==> config.mk <==
export PLATFORM = sky130hd
export DESIGN_NAME = dnn_layer_master
export DESIGN_NICKNAME = d
export VERILOG_FILES = /design/src/rtl/dnn_layer_master.sv
export SDC_FILE = /design/constraint.sdc
export NUM_CORES = 2
export LEC_CHECK = 0
export ABC_AREA = 1
export BUFFER_PORTS_ARGS = -buffer_cell sky130_fd_sc_hd__buf_2
export CAP_MARGIN = 5
export CORE_UTILIZATION = 42
export DETAILED_ROUTE_END_ITERATION = 16
export SLEW_MARGIN = 10
export SYNTH_ARGS = -nofsm -noshare
export SYNTH_HDL_FRONTEND = slang
export SYNTH_SLANG_ARGS = --single-unit
==> constraint.sdc <==
create_clock -name clk -period 7.1 [get_ports clk]
set_input_delay 0.71 -clock clk [delete_from_list [all_inputs] [get_ports clk]]
set_output_delay 0.71 -clock clk [all_outputs]
set_load 0.01 [all_outputs]
==> src/rtl/dnn_layer_master.sv <==
`default_nettype none
// ============================================================================
// Module   : dnn_layer_master
// Brief    : Avalon-MM master that evaluates one fully-connected DNN layer,
//            out[i] = f(bias[i] + sum_j W[i][j]*activ[j]), in signed
//            fixed-point Q(DATA_W-FRAC_W).FRAC_W, with optional ReLU.
//            Optional activation cache: define DNN_ACTIV_CACHE_EN.
// Revision : 1.0 - initial release
// ============================================================================
module dnn_layer_master #(
  parameter int DATA_W    = 32,
  parameter int FRAC_W    = 16,
  parameter int ADDR_W    = 32,
  parameter int ACT_DEPTH = 64
) (
  input  logic              clk,
  input  logic              rst,
  input  logic              enable,
  input  logic [ADDR_W-1:0] bias_v_addr,
  input  logic [ADDR_W-1:0] weight_m_addr,
  input  logic [ADDR_W-1:0] activ_addr,
  input  logic [ADDR_W-1:0] out_activ_addr,
  input  logic [31:0]       activ_len,
  input  logic [31:0]       out_len,
  input  logic              relu,
  output logic              operating,
  output logic              done,
  input  logic              master_waitrequest,
  output logic [ADDR_W-1:0] master_address,
  output logic              master_read,
  input  logic [DATA_W-1:0] master_readdata,
  input  logic              master_readdatavalid,
  output logic              master_write,
  output logic [DATA_W-1:0] master_writedata
);

  // Byte stride between consecutive words on the bus.
  localparam logic [ADDR_W-1:0] C_STRIDE = ADDR_W'(DATA_W / 8);

`ifdef DNN_ACTIV_CACHE_EN
  localparam bit C_CACHE_EN = 1'b1;
`else
  localparam bit C_CACHE_EN = 1'b0;
`endif

  // Layer sequencer states.
  localparam logic [3:0] S_IDLE     = 4'd0;
  localparam logic [3:0] S_START    = 4'd1;
  localparam logic [3:0] S_RD_BIAS  = 4'd2;
  localparam logic [3:0] S_WT_BIAS  = 4'd3;
  localparam logic [3:0] S_RD_W     = 4'd4;
  localparam logic [3:0] S_WT_W     = 4'd5;
  localparam logic [3:0] S_RD_A     = 4'd6;
  localparam logic [3:0] S_WT_A     = 4'd7;
  localparam logic [3:0] S_MAC      = 4'd8;
  localparam logic [3:0] S_WR       = 4'd9;
  localparam logic [3:0] S_NEXT_ROW = 4'd10;
  localparam logic [3:0] S_DONE     = 4'd11;

  logic [3:0]        r_state;
  logic [3:0]        w_state_nxt;

  // Job parameters captured at start so the CSR side may change freely.
  logic [ADDR_W-1:0] r_bias_base;
  logic [ADDR_W-1:0] r_act_base;
  logic [ADDR_W-1:0] r_out_base;
  logic [ADDR_W-1:0] r_w_ptr;
  logic [31:0]       r_n;
  logic [31:0]       r_m;
  logic              r_relu;

  // Loop indices and datapath registers.
  logic [31:0]       r_row;
  logic [31:0]       r_col;
  logic [DATA_W-1:0] r_acc;
  logic [DATA_W-1:0] r_wt;
  logic [DATA_W-1:0] r_act;

  logic [ADDR_W-1:0]       w_row_off;
  logic [ADDR_W-1:0]       w_col_off;
  logic signed [2*DATA_W-1:0] w_wt_ext;
  logic signed [2*DATA_W-1:0] w_act_ext;
  logic signed [2*DATA_W-1:0] w_prod;
  logic [DATA_W-1:0]       w_prod_q;
  logic [DATA_W-1:0]       w_result;
  logic                    w_cache_hit;
  logic                    w_last_col;
  logic                    w_last_row;

  assign w_row_off = ADDR_W'(r_row) * C_STRIDE;
  assign w_col_off = ADDR_W'(r_col) * C_STRIDE;

  // Full-width signed product, rescaled back to the Q format; upper bits wrap.
  assign w_wt_ext  = {{DATA_W{r_wt[DATA_W-1]}}, r_wt};
  assign w_act_ext = {{DATA_W{r_act[DATA_W-1]}}, r_act};
  assign w_prod    = w_wt_ext * w_act_ext;
  assign w_prod_q  = DATA_W'(w_prod >>> FRAC_W);

  assign w_result  = (r_relu && r_acc[DATA_W-1]) ? '0 : r_acc;

  // Rows after the first can source cached activations below the cache depth.
  assign w_cache_hit = C_CACHE_EN && (r_row != 32'd0) && (r_col < 32'(ACT_DEPTH));

  assign w_last_col = ((r_col + 32'd1) == r_n);
  assign w_last_row = ((r_row + 32'd1) == r_m);

`ifdef DNN_ACTIV_CACHE_EN
  localparam int C_IDX_W = (ACT_DEPTH > 1) ? $clog2(ACT_DEPTH) : 1;

  logic [DATA_W-1:0] r_cache [0:ACT_DEPTH-1];
  logic [C_IDX_W-1:0] w_cache_idx;

  assign w_cache_idx = r_col[C_IDX_W-1:0];

  // Fill the activation cache while row 0 fetches activ[] from the bus.
  always_ff @(posedge clk) begin
    if (!rst && (r_state == S_WT_A) && master_readdatavalid &&
        (r_row == 32'd0) && (r_col < 32'(ACT_DEPTH))) begin
      r_cache[w_cache_idx] <= master_readdata;
    end
  end
`endif

  // State register.
  always_ff @(posedge clk) begin
    if (rst) begin
      r_state <= S_IDLE;
    end else begin
      r_state <= w_state_nxt;
    end
  end

  // Next-state logic: one read in flight, bus phases gated by waitrequest.
  always_comb begin
    w_state_nxt = r_state;
    case (r_state)
      S_IDLE:     if (enable) w_state_nxt = S_START;
      S_START:    w_state_nxt = (r_m == 32'd0) ? S_DONE : S_RD_BIAS;
      S_RD_BIAS:  if (!master_waitrequest) w_state_nxt = S_WT_BIAS;
      S_WT_BIAS:  if (master_readdatavalid)
                    w_state_nxt = (r_n == 32'd0) ? S_WR : S_RD_W;
      S_RD_W:     if (!master_waitrequest) w_state_nxt = S_WT_W;
      S_WT_W:     if (master_readdatavalid)
                    w_state_nxt = w_cache_hit ? S_MAC : S_RD_A;
      S_RD_A:     if (!master_waitrequest) w_state_nxt = S_WT_A;
      S_WT_A:     if (master_readdatavalid) w_state_nxt = S_MAC;
      S_MAC:      w_state_nxt = w_last_col ? S_WR : S_RD_W;
      S_WR:       if (!master_waitrequest) w_state_nxt = S_NEXT_ROW;
      S_NEXT_ROW: w_state_nxt = w_last_row ? S_DONE : S_RD_BIAS;
      S_DONE:     w_state_nxt = S_IDLE;
      default:    w_state_nxt = S_IDLE;
    endcase
  end

  // Output decode: bus signals are pure functions of state and held registers,
  // so they stay stable for as long as the slave stalls.
  always_comb begin
    operating        = (r_state != S_IDLE) && (r_state != S_DONE);
    done             = (r_state == S_DONE);
    master_read      = 1'b0;
    master_write     = 1'b0;
    master_address   = '0;
    master_writedata = '0;
    case (r_state)
      S_RD_BIAS: begin
        master_read    = 1'b1;
        master_address = r_bias_base + w_row_off;
      end
      S_RD_W: begin
        master_read    = 1'b1;
        master_address = r_w_ptr;
      end
      S_RD_A: begin
        master_read    = 1'b1;
        master_address = r_act_base + w_col_off;
      end
      S_WR: begin
        master_write     = 1'b1;
        master_address   = r_out_base + w_row_off;
        master_writedata = w_result;
      end
      default: begin
        master_read = 1'b0;
      end
    endcase
  end

  // Datapath: parameter capture, read-data capture, MAC and loop counters.
  always_ff @(posedge clk) begin
    if (rst) begin
      r_bias_base <= '0;
      r_act_base  <= '0;
      r_out_base  <= '0;
      r_w_ptr     <= '0;
      r_n         <= '0;
      r_m         <= '0;
      r_relu      <= 1'b0;
      r_row       <= '0;
      r_col       <= '0;
      r_acc       <= '0;
      r_wt        <= '0;
      r_act       <= '0;
    end else begin
      case (r_state)
        S_IDLE: begin
          if (enable) begin
            r_bias_base <= bias_v_addr;
            r_act_base  <= activ_addr;
            r_out_base  <= out_activ_addr;
            // W is row-major and contiguous, so one running pointer walks it.
            r_w_ptr     <= weight_m_addr;
            r_n         <= activ_len;
            r_m         <= out_len;
            r_relu      <= relu;
            r_row       <= '0;
            r_col       <= '0;
            r_acc       <= '0;
          end
        end
        S_WT_BIAS: begin
          if (master_readdatavalid) begin
            r_acc <= master_readdata;
            r_col <= '0;
          end
        end
        S_WT_W: begin
          if (master_readdatavalid) begin
            r_wt    <= master_readdata;
            r_w_ptr <= r_w_ptr + C_STRIDE;
`ifdef DNN_ACTIV_CACHE_EN
            if (w_cache_hit) begin
              r_act <= r_cache[w_cache_idx];
            end
`endif
          end
        end
        S_WT_A: begin
          if (master_readdatavalid) begin
            r_act <= master_readdata;
          end
        end
        S_MAC: begin
          r_acc <= r_acc + w_prod_q;
          r_col <= r_col + 32'd1;
        end
        S_NEXT_ROW: begin
          r_row <= r_row + 32'd1;
        end
        default: begin
          r_col <= r_col;
        end
      endcase
    end
  end

endmodule
`default_nettype wire

Word-level counts from Yosys, hierarchy flattened
Index checks and enable logic that the tools add are counted.
Storage, ports and cells
  register bits: 357
  input bits: 230
  output and inout bits: 68
  word-level logic and storage cells: 87
Operators by class
  $add $sub $neg: 7
  multiply operators: 1
  eq/ne operators: 22
  muxes and demuxes: 27
  reductions and logical operators: 17
Operators with widths (number)
  32-bit 2-to-1 mux: 7
  32-bit case mux with 3 select lines: 2
  32-bit adder: 4
  32-bit case mux with 2 select lines: 2
  32-bit case mux with 4 select lines: 1
  32-bit by 1-bit adder with 32-bit output, second input constant: 2
  32-bit == test: 2
  32-bit zero test: 2
  32-bit by 32-bit multiplier with 48-bit output: 1
  4-bit 2-to-1 mux: 12
  4-bit case mux with 11 select lines: 1
  32-bit by 3-bit adder with 32-bit output, second input constant: 1
  4-bit by 3-bit == test with 1-bit output, second input constant: 4
  4-bit == test, second input constant: 4
  2-bit inequality test, second input constant: 8
  4-bit by 2-bit == test with 1-bit output, second input constant: 2
  2-bit AND reduction: 4
  8-bit AND reduction: 1
  3-bit AND reduction: 2
  4-bit by 1-bit == test with 1-bit output, second input constant: 1
  4-bit zero test: 1
  4-bit inequality test, second input constant: 1
  2-bit nonzero test: 2
  4-bit nonzero test: 1
  other kinds (4): 6

Logic depth before layout (Yosys ltp)
  word-level depth: 4
  depth in mapped cells: 42
  mapped depth without buffers: 40

Worst setup path before layout
OpenSTA, ideal clock, no wires.
  kind: reg-to-reg
  from: register r_wt[15]
  to: register r_acc[24]
  setup time: 0.133 ns
  arrival: 7.708 ns
  data required time: 6.967 ns
  setup slack: -0.741 ns
  cell stages (with the launch flop): 35
  path buffers: 2
  period minus slack after synthesis: 7.841 ns
  cell sequence: dfxtp_1 clkbuf_1 clkbuf_1 nand2_1 inv_1 fa_1 fa_1 inv_1 fa_1 fa_1 inv_1 fa_1 inv_1 fa_1 inv_1 fa_1 fa_1 ha_1 a21oi_1 o21ai_0 a21oi_1 o21ai_0 a21o_1 xor2_1 ha_1 a21o_1 a21oi_1 nand3_1 a21boi_0 nor2_1 nand2_1 nand2_1 or2_2 nand3_1 a31oi_1
On the way
  longest elaborated chain between the ends: 3
RTL lines
  start: declaration: RTL line 76  | logic [DATA_W-1:0] r_wt;
  start signal: assignment: RTL line 228  | r_wt <= master_readdata;
  32-bit by 32-bit multiplier with 48-bit output: RTL line 96  | assign w_prod = w_wt_ext * w_act_ext;
  32-bit adder: RTL line 243  | r_acc <= r_acc + w_prod_q;
  32-bit case mux with 3 select lines: RTL line 204  | case (r_state)
  end signal: assignment: RTL line 222  | r_acc <= master_readdata;
  end signal: assignment: RTL line 243
  end: declaration: RTL line 75  | logic [DATA_W-1:0] r_acc;
Every way passes these cells.
A chain may end at the register's enable or synchronous reset.

Worst setup path after layout
  from: register r_act[6]
  to: register r_acc[26]
On the way
  longest elaborated chain between the ends: 3
RTL lines
  start: declaration: RTL line 77  | logic [DATA_W-1:0] r_act;
  start signal: assignment: RTL line 239  | r_act <= master_readdata;
  32-bit by 32-bit multiplier with 48-bit output: RTL line 96
  32-bit adder: RTL line 243
  32-bit case mux with 3 select lines: RTL line 204
Every way passes these cells.

==> out/metrics.csv <==
stage,metric,value,unit
power,Power Total,7.51,mW
clocking,CTS tree,built,
clocking,Worst-Skew Late Latency,0.63,ns
floorplan,die height,357,µm
detailed_routing,drt total wl,195000,µm
synth,"Primary FF master, synth",dfxtp_1,
final_layout,FF/Latch Area,0.00721,mm²
floorplan,Die Wd,357,µm
detailed_routing,Iter 0 DRT Violations,4186,
setup_path,FF-to-FF Start,r_act[6],
clocking,CTS Buffer Depth,3,
flow_run,Max Cap Viol,0,
global_routing,vias in the first global route,50500,
synth,Gate Count Post-Synth,7481,
setup_path,Reg2Reg Depth,33,
final_layout,layout filler cell count,12100,
floorplan,Starting Density,42.6,%
global_routing,largest net degree at the start of global routing,105,
setup_path,WP depth,33,
floorplan,Boundary Pins,298,
sta,shortest period the worst path allows,8.26,ns
synth,"FFs w/ async S/R, synth",0,%
final_layout,area used by multi-input combinational logic,0.0405,mm²
synth,Yosys reg bits,357,
synth,Ys Warns,0,
clocking,depth of the CTS H-tree,2,
detailed_routing,Post-route DRC,0,
status,status,finished with violations,
hold_path,Hold Path Stages,3,
synth,"count leader, synth",nand2_1,
hold_path,Hold EP,r_act_base[6],
place,hpwl dp,156000,µm
synth,Yosys top cell by area,fa_1,
synth,top post-synthesis cells by area,"fa_1 (32%), nand2_1 (14%), dfxtp_1 (14%), inv_1 (12%), ha_1 (6.1%)",
clocking,cts hold-fix bufs,0,
sta,RSZ-0062 raised after global routing,true,
setup_path,crit path DAT,8.75,ns
sta,Rel. slew slack,22.6,%
power,Peak supply drop,0.286,mV
power,Power Density,115,mW/mm²
setup_path,WP data required,7.60,ns
clocking,Clk Tree Root Cell,clkbuf_16,
setup_path,R2R Setup Slk,-1.16,ns
setup_path,crit-path max FO,5,
hold_path,HP Start,activ_addr[6],
global_routing,aggregate global-route resource usage,30.4,%
setup_path,"delay-heaviest family, CP",adder cells,
detailed_routing,ANT nets after route,0,
setup_path,Critical-path top delay cell,fa_1,
final_layout,layout cell share with drive strength beyond 1,19.4,%
place,pre-CTS WS,-1.34,ns
sta,Slew @ Worst Pin,1.16,ns
global_routing,antenna violations before repair,22,
global_routing,global-route wire length before repair,297000,µm
detailed_routing,DR pass1 iterations,5,
detailed_routing,DR vias,50300,
synth,Cell variety after synth,57,
synth,sequential cell area fraction in the yosys report,13.5,%
floorplan,# rows,129,
final_layout,Syn-to-layout area delta,23.1,%
setup_path,CP Launch Type,register,
sta,Final Hold Viols,0,
setup_path,Buffers & Inverters on Critical Path,5,
status,failing checks,setup timing,
final_layout,nets,9379,
floorplan,die footprint,0.127,mm²
detailed_routing,WL/cell,20.1,µm
floorplan,Core Area,0.124,mm²
sta,f_max,121,MHz
synth,"Cell Area, Synth",0.0529,mm²
place,Routability Congestion,0.970,
synth,Syn Nets,8808,
setup_path,RR Endpoint,r_acc[26],
sta,Clock Skews,0.0673,ns
setup_path,delay of the slowest cell on the worst path,0.59,ns
sta,Setup TNS,-24.22,ns
place,Inst Count DP,9567,
detailed_routing,DR vias/cell,5.17,
synth,Post-synth EDFFs,0,
setup_path,worst setup path category,register to register,
sta,# setup viols final,30,
sta,hold_ws,0.291,ns
setup_path,crit end category,register,
clocking,clock slew at reported path FFs,0.06,ns
synth,top-area cell type share of the netlist area,31.8,%
sta,Final period util,116,%
clocking,CTS buffer count,46,
clocking,Clock Sinks,357,
sta,final setup margin,-1.16,ns
global_routing,gr ovfl total,0,
power,Lkg Pwr,34.4,nW
sta,"Slew Viols, Final",0,
synth,Commonest cells post-synth,"nand2_1 (1,906), inv_1 (1,721), fa_1 (841)",
hold_path,worst hold path type,input pin to register,
final_layout,Layout Cells excl Fill,9731,
setup_path,most frequent CP cell,fa_1,
synth,post-synthesis area per instance,7.08,µm²
place,IO Port Bufs,297,
[worst register-to-register path: cells and delay by family (launching register included)]
kind | cells | cell delay, ns
buffers and inverters | 5 | 0.42
XOR/XNOR | 1 | 0.22
AO/OA/AOI/OAI | 7 | 1.33
flip-flops | 1 | 0.39
AND/OR/NAND/NOR | 10 | 1.03
adder cells (fa/ha/maj) | 10 | 4.78
[final cells by class]
type	instances	area share [%]
clock inverters	26	0.561
flip-flops and latches	357	11.1
diodes	5	0.0192
well taps	1637	3.14
repair buffers	878	11.1
clock buffers	59	1.96
inverters	1731	9.99
multi-input cells	5038	62.2
[layer usage]
metal	vias up	global-route usage, %	routed length, µm
met3	359	4.62	14400
met5	-	0	218
met1	24600	40.9	82800
met2	1758	49.7	90000
met4	30	10.6	7940
li1	23600	-	-
[how the worst max path moves through the flow]
stage | start | end | slack (ns)
global placement | r_wt[8] | r_acc[30] | -1.35
finish | r_act[6] | r_acc[26] | -1.16
global route | r_act[6] | r_acc[30] | -1.40
detailed placement | r_wt[8] | r_acc[26] | -1.34
floorplan | r_wt[8] | r_acc[22] | -0.38
CTS | r_act[15] | r_acc[30] | -1.09
[stage by stage]
step                area [µm²]  util [%]
finish                   65200      52.4
global route             65200      52.4
CTS                      63700      51.3
detailed placement       60200      48.4
global placement         60200      48.4
floorplan                53700         -
[power breakdown]
group          internal, mW  switching, mW  total [mW]
Clock                  1.54           1.07        2.61
Combinational         0.698           1.59        2.29
Sequential             2.35          0.261        2.61
Total                  4.59           2.92        7.51
[cells in the final DEF (no fill, tap or decap), drive strengths merged, types with 15 or more instances in the layout]
| master | synthesis | final |
|---|---|---|
| xnor2 | 24 | 24 |
| nand2 | 1918 | 1918 |
| a31oi | 43 | 43 |
| nor4 | 22 | 22 |
| nand4 | 35 | 35 |
| clkbuf | 305 | 68 |
| o211ai | 26 | 26 |
| o21bai | 29 | 29 |
| a21o | 15 | 15 |
| or2 | 34 | 34 |
| buf | 50 | 869 |
| a21oi | 471 | 471 |
| ha | 256 | 256 |
| nor2 | 448 | 448 |
| dfxtp | 357 | 357 |
| nand3 | 329 | 329 |
| inv | 1726 | 1731 |
| nor3 | 35 | 35 |
| fa | 841 | 841 |
| xor2 | 63 | 63 |
| o21ai | 379 | 379 |
[logic make-up (layout without fill, tap and decap cells)]
kind of cell	Yosys count	in the layout	share of synthesized area (%)
compound gates	1016	1016	10.4
xor+xnor	89	89	1.52
fa+ha+maj	1097	1097	37.9
buf+inv	2086	2694	14.8
flops	357	357	13.5
other cells	0	5	0
simple gates	2836	2836	21.8
[timing repair]
action                                  in CTS  in global routing
resized for setup                          337                316
endpoints found under the setup margin      31                 31
cloned                                       6                  9
pin swaps                                  119                209
setup buffers                               39                 31
(Power assumes the default switching activity.)
